**src/rtl/fifo_pkg.sv**
```systemverilog
// fifo_pkg: pointer type and Gray-code helpers shared by the FIFO read and write controllers.
package fifo_pkg;

    localparam int ADDR_W = 4;

    typedef logic [ADDR_W:0] ptr_t;

    function automatic ptr_t bin2gray(input ptr_t b);
        return (b >> 1) ^ b;
    endfunction

    function automatic ptr_t gray2bin(input ptr_t g);
        ptr_t b;
        b[ADDR_W] = g[ADDR_W];
        for (int i = ADDR_W - 1; i >= 0; i--)
            b[i] = b[i+1] ^ g[i];
        return b;
    endfunction

endpackage

```
**src/rtl/fifo_wr_ctrl_sync.sv**
```systemverilog
// fifo_wr_ctrl_sync: width-parameterised two-flop synchronizer for Gray-coded pointers.
module fifo_wr_ctrl_sync #(
    parameter int WIDTH = 1
) (
    input  logic             clk,
    input  logic             rst_n,
    input  logic [WIDTH-1:0] d,
    output logic [WIDTH-1:0] q
);

    logic [WIDTH-1:0] meta;

    always_ff @(posedge clk or negedge rst_n) begin
        if (!rst_n) begin
            meta <= '0;
            q    <= '0;
        end else begin
            meta <= d;
            q    <= meta;
        end
    end

endmodule

```
**src/rtl/fifo_wr_ctrl.sv**
```systemverilog
// fifo_wr_ctrl: write-domain pointer, RAM write port and full/level/overflow flags of the async FIFO.
module fifo_wr_ctrl
    import fifo_pkg::*;
#(
    parameter int ADDR_W    = fifo_pkg::ADDR_W,
    parameter int AF_THRESH = 12
) (
    input  logic              clk,
    input  logic              rst_n,
    input  logic              wr_en,
    input  logic [ADDR_W:0]   rptr_gray_async,
    input  logic              ovf_clr,
    output logic              wr_commit,
    output logic [ADDR_W-1:0] waddr,
    output logic [ADDR_W:0]   wptr_gray,
    output logic              full,
    output logic              almost_full,
    output logic [ADDR_W:0]   wr_level,
    output logic              overflow
);

    localparam logic [ADDR_W:0] AF_LVL = (ADDR_W + 1)'(AF_THRESH);

    logic [ADDR_W:0] wbin;
    logic [ADDR_W:0] wbin_next;
    logic [ADDR_W:0] wgray_next;
    logic [ADDR_W:0] rq_sync;
    logic [ADDR_W:0] rbin_s;
    logic [ADDR_W:0] level_next;
    logic [ADDR_W:0] full_match;

    fifo_wr_ctrl_sync #(
        .WIDTH(ADDR_W + 1)
    ) u_rptr_sync (
        .clk  (clk),
        .rst_n(rst_n),
        .d    (rptr_gray_async),
        .q    (rq_sync)
    );

    assign wr_commit  = wr_en & ~full;
    assign waddr      = wbin[ADDR_W-1:0];
    assign wbin_next  = wbin + (ADDR_W + 1)'(wr_commit);
    assign wgray_next = bin2gray(wbin_next);
    assign rbin_s     = gray2bin(rq_sync);
    // Synchronized read pointer lags, so this level can only over-estimate occupancy.
    assign level_next = wbin_next - rbin_s;
    // Full: write pointer one lap ahead, i.e. Gray MSBs inverted, remaining bits equal.
    assign full_match = {~rq_sync[ADDR_W:ADDR_W-1], rq_sync[ADDR_W-2:0]};

    always_ff @(posedge clk or negedge rst_n) begin
        if (!rst_n) begin
            wbin        <= '0;
            wptr_gray   <= '0;
            full        <= 1'b0;
            almost_full <= 1'b0;
            wr_level    <= '0;
            overflow    <= 1'b0;
        end else begin
            wbin        <= wbin_next;
            wptr_gray   <= wgray_next;
            full        <= (wgray_next == full_match);
            almost_full <= (level_next >= AF_LVL);
            wr_level    <= level_next;
            overflow    <= (overflow & ~ovf_clr) | (wr_en & full);
        end
    end

endmodule
```
**config.mk**
```make
export PLATFORM = sky130hd
export DESIGN_NAME = fifo_wr_ctrl
export DESIGN_NICKNAME = d
export VERILOG_FILES = /design/src/rtl/fifo_pkg.sv /design/src/rtl/fifo_wr_ctrl_sync.sv /design/src/rtl/fifo_wr_ctrl.sv
export SDC_FILE = /design/constraint.sdc
export NUM_CORES = 1
export LEC_CHECK = 0
export ABC_AREA = 0
export BUFFER_PORTS_ARGS = -buffer_cell sky130_fd_sc_hd__buf_4
export CORE_MARGIN = 2
export CORE_UTILIZATION = 40
export CTS_BUF_LIST = sky130_fd_sc_hd__clkbuf_4
export CTS_CLUSTER_DIAMETER = 80
export DETAILED_ROUTE_END_ITERATION = 6
export MAX_ROUTING_LAYER = met4
export PLACE_DENSITY_LB_ADDON = 0.25
export SKIP_LAST_GASP = 1
export SYNTH_ARGS = -nofsm -noshare
export SYNTH_HDL_FRONTEND = slang
export SYNTH_SLANG_ARGS = --single-unit
```
**constraint.sdc**
```tcl
create_clock -name clk -period 7.27 [get_ports clk]
set_input_delay 0.3635 -clock clk [delete_from_list [all_inputs] [get_ports clk]]
set_output_delay 0.3635 -clock clk [all_outputs]
set_load 0.03 [all_outputs]
```
# [Yosys cells after proc, flatten, opt, wreduce, memory -nomap -nowiden]
# Cells that the tools add are included.
[word_totals] ff_bits=28 elab_cells=24
[op_classes] addsub=2 order_cmp=1 n_eq_ne=1 bitwise_logic=12
[op_table] op="adder 5 x 1 -> 5 bit" count=1
[op_table] op="equality test 5 bit" count=1
[op_table] op="greater-or-equal comparator 5 x 4 -> 1 bit (second input constant)" count=1
[op_table] op="subtractor 5 bit" count=1
[op_table] op="bitwise XOR 4 x 5 -> 5 bit" count=1
[op_table] op="bitwise XOR 1 bit" count=4
[op_table] op="bitwise AND 1 bit" count=3
[op_table] op="inverter 1 bit" count=2
[op_table] op="inverter 2 bit" count=1
[op_table] op="OR 1 bit" count=1

# [Longest topological paths before layout]
# Gate-level depths: netlist of the first run.
[logic_depth] ltp_word=6 mapped_depth=10

# [Cells and area by module]
# Synthesis of the first run repeated with hierarchy kept, for this count alone.
[hier_totals] cells_unflattened=90 area_unflattened_um2=1196.1
[modules_own_cells] mod="fifo_wr_ctrl" instances=1 cells_each=80 area_per_inst_um2=945.9 seq_area_each_um2=425.4
[modules_own_cells] mod="fifo_wr_ctrl_sync" instances=1 cells_each=10 area_per_inst_um2=250.2 seq_area_each_um2=250.2

# [Worst setup path after synthesis of the first run]
# OpenSTA, ideal clock, no wires.
[synth_timing] kind="flip-flop to flip-flop" from="register full" to="register almost_full" setup_time_ns=0.138 arrival_ns=3.042 slack_ns=4.089 stages_incl_launch_ff=10 path_buffers=0 cell_sequence="dfrtp_1 > nor2b_1 > ha_1 > ha_1 > xor2_2 > ha_1 > nor2b_1 > o21ai_1 > a21oi_1 > or4b_1"
[synth_between] elab_chain_cells=5
[synth_lines] element="start, declared" line_no="fifo_wr_ctrl.sv:16" text="output logic full,"
[synth_lines] element="start signal, assigned" line_no="fifo_wr_ctrl.sv:62" text="full <= (wgray_next == full_match);"
[synth_lines] element="inverter 1 bit" line_no="fifo_wr_ctrl.sv:41" text="assign wr_commit = wr_en & ~full;"
[synth_lines] element="bitwise AND 1 bit" line_no="fifo_wr_ctrl.sv:41"
[synth_lines] element="via wr_commit" line_no="fifo_wr_ctrl.sv:13" text="output logic wr_commit,"
[synth_lines] element="adder 5 x 1 -> 5 bit" line_no="fifo_wr_ctrl.sv:43" text="assign wbin_next = wbin + (ADDR_W + 1)'(wr_commit);"
[synth_lines] element="via wbin_next[2]" line_no="fifo_wr_ctrl.sv:25" text="logic [ADDR_W:0] wbin_next;"
[synth_lines] element="subtractor 5 bit" line_no="fifo_wr_ctrl.sv:47" text="assign level_next = wbin_next - rbin_s;"
[synth_lines] element="greater-or-equal comparator 5 x 4 -> 1 bit" line_no="fifo_wr_ctrl.sv:63" text="almost_full <= (level_next >= AF_LVL);"
[synth_lines] element="end signal, assigned" line_no="fifo_wr_ctrl.sv:63"
[synth_lines] element="end, declared" line_no="fifo_wr_ctrl.sv:17" text="output logic almost_full,"
# The timed path passes the listed nets, and every way through them passes these cells.

# [Worst setup path in the final report of the first run]
[layout_timing] from="register u_rptr_sync.q[4]" to="register almost_full"
[layout_between] elab_chain_cells=6
[layout_lines] element="start, declared" line_no="fifo_wr_ctrl_sync.sv:8" text="output logic [WIDTH-1:0] q"
[layout_lines] element="start signal, assigned" line_no="fifo_wr_ctrl_sync.sv:19" text="q <= meta;"
[layout_lines] element="bitwise XOR 1 bit (4 in series)" line_no="fifo_pkg.sv:16" text="b[i] = b[i+1] ^ g[i];"
[layout_lines] element="subtractor 5 bit (*)" line_no="fifo_wr_ctrl.sv:47"
[layout_lines] element="greater-or-equal comparator 5 x 4 -> 1 bit (*)" line_no="fifo_wr_ctrl.sv:63"
# Mark *: on every way between the ends. The rest lies on a longest branch, timed or not.

==> results of run 1 <==
metrics by stage:
step	total power [mW]	cell area, um2	utilization [%]
3_5_place_dp	0.7258	1433	51.07
4_1_cts	0.7910	1470	52.41
6_report	0.7805	1470	52.41
2_1_floorplan	0.5973	1204	-
3_3_place_gp	0.7189	1433	51.07
5_1_grt	0.8460	1470	52.41
synthesized netlist by cell type, drive strengths merged, types with 2 or more instances:
library cell / count
nand3: 4
xnor2: 14
ha: 6
xor2: 8
nand2: 3
inv: 9
dfrtp: 27
nor2b: 2
a21oi: 2
o21ai: 2
routing by layer:
layer  up-vias  GRT usage [%]  share of wire (%)
li1        359              -                  -
met1       358          15.21                 42
met2        23          19.21                 51
met3         2          1.978                5.7
met4         0          4.870               0.91
met5         -              -                  0
power by group through the flow:
stage	sequential, mW	combinational [mW]	clock (mW)
6_report	0.240	0.478	0.0632
5_1_grt	0.246	0.526	0.0744
4_1_cts	0.241	0.484	0.0663
3_5_place_dp	0.244	0.482	0
3_3_place_gp	0.243	0.476	0
2_1_floorplan	0.331	0.266	0
state kept, by name, indices dropped and copies added (netlist names):
name / cells
u_rptr_sync.meta: 5
u_rptr_sync.q: 5
wbin: 5
wr_level: 5
wptr_gray: 4
almost_full: 1
full: 1
overflow: 1
path summary, 6_finish.rpt:
check	endpoint	cells after the start	startpoint
setup / recovery	almost_full$_DFF_PN0_	10	u_rptr_sync.q[4]$_DFF_PN0_
hold / removal	u_rptr_sync.meta[4]$_DFF_PN0_	1	rptr_gray_async[4]
setup reg to reg	almost_full$_DFF_PN0_	10	u_rptr_sync.q[4]$_DFF_PN0_
hold reg to reg	u_rptr_sync.q[1]$_DFF_PN0_	0	u_rptr_sync.meta[1]$_DFF_PN0_
max in group asynchronous	wr_level[4]$_DFF_PN0_	2	rst_n
min in group asynchronous	wr_level[3]$_DFF_PN0_	2	rst_n
final cells by class:
class	count	area (um2)	share of cell area, %
clock buffers	3	22.52	1.532
clock inverters	1	5.005	0.3404
inverters	9	33.78	2.298
multi-input cells	55	489.2	33.28
flip-flops and latches	27	675.6	45.96
well taps	31	38.79	2.638
repair buffers	27	205.2	13.96
repair_timing:
action,CTS,global route
hold buffers,1,0
endpoints found under the hold margin,27,0
setup endpoints to repair,0,0
kinds of logic after synthesis:
logic type               count (synthesis)  share of synthesized area (%)
AND/OR/NAND/NOR                         16                          7.798
XOR/XNOR                                22                          18.50
buffers and inverters                   10                          3.222
AO/OA/AOI/OAI                            9                          5.613
multiplexers                             1                         0.8316
flip-flops                              27                          56.13
adder cells (fa/ha/maj)                  7                          7.900
worst register-to-register path, delay by kind of cell (launching register included):
kind / cells / cell delay (ns)
XOR/XNOR: 4 / 0.89
AND/OR/NAND/NOR: 3 / 0.83
adder cells (fa/ha/maj): 2 / 0.70
flip-flops: 1 / 0.45
AO/OA/AOI/OAI: 1 / 0.08
==> flow_summary.json, run 1 <==
{
  "die_area_mm2": 0.003464,
  "violations": "design-rule violations",
  "hold_viol": 0,
  "r2r_slack_ns": 4.22,
  "syn2layout_area_growth_pct": 22.14,
  "nets": 139,
  "drt-total-wl_um": 1763,
  "synthDistinctLibCells": 28,
  "hold_slack_ns": 0.1411,
  "synth_top_flop_cell": "dfrtp_1",
  "leakage_nw": 0.7006,
  "worstSetupEndpointType": "flip-flop",
  "syn_nets": 108,
  "syn_area_per_cell_um2": 13.08,
  "drtIter0Drc": 14,
  "cts_root_buf": "clkbuf_4",
  "power_switching_mw": 0.3495,
  "dp.final_hpwl_um": 1360,
  "cpPeakStageDelay_ns": 0.49,
  "drv_slew": 0,
  "yosysSeqAreaShare_pct": 56.13,
  "overflow": 0,
  "netlist_area_mm2": 0.001204,
  "routedWlPerCell_um": 11.52,
  "rows": 19,
  "grt_start_max_net_pins": 28,
  "worstPathRequired_ns": 7.48,
  "drc": 4,
  "finalSetupTns_ns": 0,
  "clk_path_buf_depth": 2,
  "period_share_pct": 41.95,
  "path_cells": "xnor2_1, xor2_1, xor2_1, xnor2_1, ha_1, fa_1, nor2b_1, o21ai_1, and3_1, or4b_1",
  "ctsResizeCount": 0,
  "grt_pass1_wl_um": 3049,
  "vias": 742,
  "path_clk_slew_ns": 0.14,
  "finClkSkew_ns": 0.0008105,
  "start_util_pct": 42.91,
  "criticalPathCategory": "flip-flop to flip-flop",
  "yosysWarnings": 0,
  "cts_tree": "done",
  "antenna_cells": 0,
  "cp.arrival_ns": 3.26,
  "synth-seq-cells": 27,
  "crit_slowest_cell": "or4b_1",
  "grtUsageTotal_pct": 12.01,
  "relSlewSlack_pct": 78.22,
  "cp_max_fo": 5,
  "gp_congestion": 0.8063,
  "rsz0062_at_grt": "no",
  "ant_nets": 0,
  "core-area_mm2": 0.002805,
  "first_pass_iters": 6,
  "max-cap-violations": 0,
  "synthTopCellsByArea": "dfrtp_1, xnor2_1, ha_1",
  "pre_cts_slack_ns": 4.236,
  "worst_pin_slew_ns": 0.3267,
  "start_kind": "flip-flop",
  "max_freq_mhz": 327.9,
  "async_reset_ff_share_pct": 100.0,
  "htreeDepth": 1,
  "drive_gt1_share_pct": 30.33,
  "mostFrequentLayoutCells": "dfrtp_1, buf_4, xnor2_1",
  "ios": 27,
  "final_common_cell": "dfrtp_1",
  "run_status": "complete, but fails checks",
  "ir_worst_vdd_v": 0.0001654,
  "synth.largest_area_cell": "dfrtp_1",
  "p_sw_share_pct": 44.78,
  "antenna_found_initial": 0,
  "final_cells": 153,
  "dp.cells": 148,
  "nFillCells": 271,
  "finalWorstSetupSlack_ns": 4.220,
  "finalCriticalPeriod_ns": 3.050,
  "cts.sinks": 27,
  "synthCells": 92,
  "combPwrFrac_pct": 61.2,
  "io_buffers": 26,
  "clk_latency_ns": 0.31,
  "synth.top_cell.area_share_pct": 56.13,
  "via_per_inst": 4.850,
  "intPower_mw": 0.4310,
  "post_cts_buffers": 0,
  "crit_family": "XOR/XNOR gates",
  "p_seq_share_pct": 30.7,
  "dieHeight_um": 58.86,
  "hp-class": "input port to flip-flop",
  "die_w_um": 58.86,
  "critPathBufInv": 0,
  "grt_pass1_vias": 713,
  "synth_edf_count": 0,
  "clockPowerShare_pct": 8.1,
  "cts_made_buffers": 3,
  "setup_viol": 0,
  "power_per_cell_area_mw_per_mm2": 530.9
}
No activity file was read; power rests on OpenSTA's default activity.
==> run 2: changes to the inputs <==
- clock period: 7.27 -> 3 ns (I/O delays scaled with it)
==> run 2 against run 1 <==
The flow still finishes with violations (design-rule violations). Cell count grew 6.5%. First-iteration DRC count shrank 7.1%. Sequential power grew 140%. Clock power grew to 2.7 times the previous value. Critical path depth is the same. Worst setup slack lost 4.1 ns. Clock skew grew 0.0059 ns. Non-clock buffer count grew 10. Utilization grew 4.1 points. Global-route usage grew 1.9 points. Critical endpoint unchanged. Largest cell class unchanged.
==> flow_summary.json, run 2 (synthesis results as in run 1) <==
{
  "worstSetupEndpointType": "flip-flop",
  "run_status": "complete, but fails checks",
  "use_met1_pct": 16.17,
  "routedWlPerCell_um": 13.19,
  "cts.sinks": 27,
  "pre_cts_slack_ns": -0.04065,
  "antenna_found_initial": 0,
  "drtIter0Drc": 13,
  "crit_slowest_cell": "or4b_1",
  "die_w_um": 58.86,
  "via_per_inst": 4.816,
  "die_area_mm2": 0.003464,
  "worst_pin_slew_ns": 0.3253,
  "relSlewSlack_pct": 78.31,
  "grt_pass1_vias": 784,
  "hold_viol": 0,
  "violations": "design-rule violations",
  "leakage_nw": 0.7517,
  "start_kind": "flip-flop",
  "finish.utilization_pct": 56.47,
  "cpPeakStageDelay_ns": 0.51,
  "hp-class": "input port to flip-flop",
  "syn2layout_area_growth_pct": 31.60,
  "gp_congestion": 0.7555,
  "dieHeight_um": 58.86,
  "setup_viol": 0,
  "clk_latency_ns": 0.33,
  "worstPathRequired_ns": 3.21,
  "drt-total-wl_um": 2150,
  "finalSetupTns_ns": 0,
  "max_freq_mhz": 344.5,
  "rsz0062_at_grt": "no",
  "vias": 785,
  "max-cap-violations": 0,
  "antenna_cells": 0,
  "drc": 4,
  "criticalPathCategory": "flip-flop to flip-flop",
  "use_met2_pct": 24.60,
  "ant_nets": 0,
  "nets": 149,
  "cts_root_buf": "clkbuf_4",
  "grt_start_max_net_pins": 28,
  "final_common_cell": "buf_4",
  "first_pass_iters": 5,
  "path_clk_slew_ns": 0.15,
  "htreeDepth": 1,
  "cp.arrival_ns": 3.11,
  "path_cells": "xnor2_2, xor2_2, xor2_1, xnor2_1, ha_1, fa_2, nor2b_1, o21ai_1, and3_1, or4b_1",
  "ios": 27,
  "ir_worst_vdd_v": 0.0004719,
  "finalCriticalPeriod_ns": 2.902,
  "finClkSkew_ns": 0.006739,
  "dp.final_hpwl_um": 1529,
  "period_share_pct": 96.75,
  "drive_gt1_share_pct": 34.85,
  "core-area_mm2": 0.002805,
  "power_per_cell_area_mw_per_mm2": 1250,
  "start_util_pct": 42.91,
  "io_buffers": 26,
  "cts_tree": "done",
  "cp_max_fo": 5,
  "mostFrequentLayoutCells": "buf_4, dfrtp_1, xnor2_1",
  "cts_made_buffers": 3,
  "grt_pass1_wl_um": 3505,
  "finalWorstSetupSlack_ns": 0.09751,
  "overflow": 0,
  "clk_path_buf_depth": 2,
  "grt.busiest_layer": "met2",
  "drv_slew": 0,
  "rows": 19,
  "use_met3_pct": 2.637,
  "grtUsageTotal_pct": 13.91
}
run 2: worst max-delay path: cells and delay by family, from the launching register on:
kind | cells | cell delay [ns]
DFF | 1 | 0.45
adders and majority gates | 2 | 0.60
AOI/OAI and AO/OA | 1 | 0.09
and+or+nand+nor | 3 | 0.87
xor gates and xnor gates | 4 | 0.77
run 2: timing repair:
item,in CTS,in global routing
setup buffers,0,2
pin swaps,0,4
hold buffers,7,0
resized for setup,2,2
endpoints found under the setup margin,1,1
hold endpoints to repair,33,0
run 2: metal layers:
metal	wire (um)	share of wire [%]
met1	888	41
met2	1122	52
met3	108	5.0
met4	31	1.4
met5	0	0
run 2: area by class of cell:
class / count / area (um2)
Clock buffer: 4 / 30.03
Fill cell: 252 / 1221
Inverter: 9 / 33.78
Multi-Input combinational cell: 55 / 509.2
Sequential cell: 27 / 676.9
Tap cell: 31 / 38.79
Timing Repair Buffer: 37 / 295.3
run 2: metrics by stage:
| stage | hold slack [ns] | instances | power, mW | area [um2] |
|---|---|---|---|---|
| 6_report | 0.02275 | 163 | 1.979 | 1584 |
| 5_1_grt | 0.05896 | 163 | 2.130 | 1584 |
| 4_1_cts | 0.03351 | 161 | 1.974 | 1560 |
| 3_5_place_dp | 0.07729 | 150 | 1.796 | 1450 |
| 3_3_place_gp | 0.07363 | 150 | 1.761 | 1450 |
| 2_1_floorplan | -0.1456 | 92 | 1.449 | 1206 |
run 2: final timing paths:
check / from / end / slack (ns) / depth (start not counted)
min reg2reg: u_rptr_sync.meta[4]$_DFF_PN0_ / u_rptr_sync.q[4]$_DFF_PN0_ / 0.37 / 0
max: u_rptr_sync.q[3]$_DFF_PN0_ / almost_full$_DFF_PN0_ / 0.1 / 10
max reg2reg: u_rptr_sync.q[3]$_DFF_PN0_ / almost_full$_DFF_PN0_ / 0.1 / 10
max in group asynchronous: rst_n / u_rptr_sync.q[4]$_DFF_PN0_ / 2.50 / 2
min: wr_en / overflow$_DFF_PN0_ / 0.02 / 3
min in group asynchronous: rst_n / overflow$_DFF_PN0_ / 0.24 / 2
run 2: report_power, final:
part	switching (mW)	internal, mW	total, mW
sequential	0.0896	0.496	0.586
clock	0.109	0.0612	0.170
combinational	0.694	0.529	1.22
total	0.893	1.09	1.98
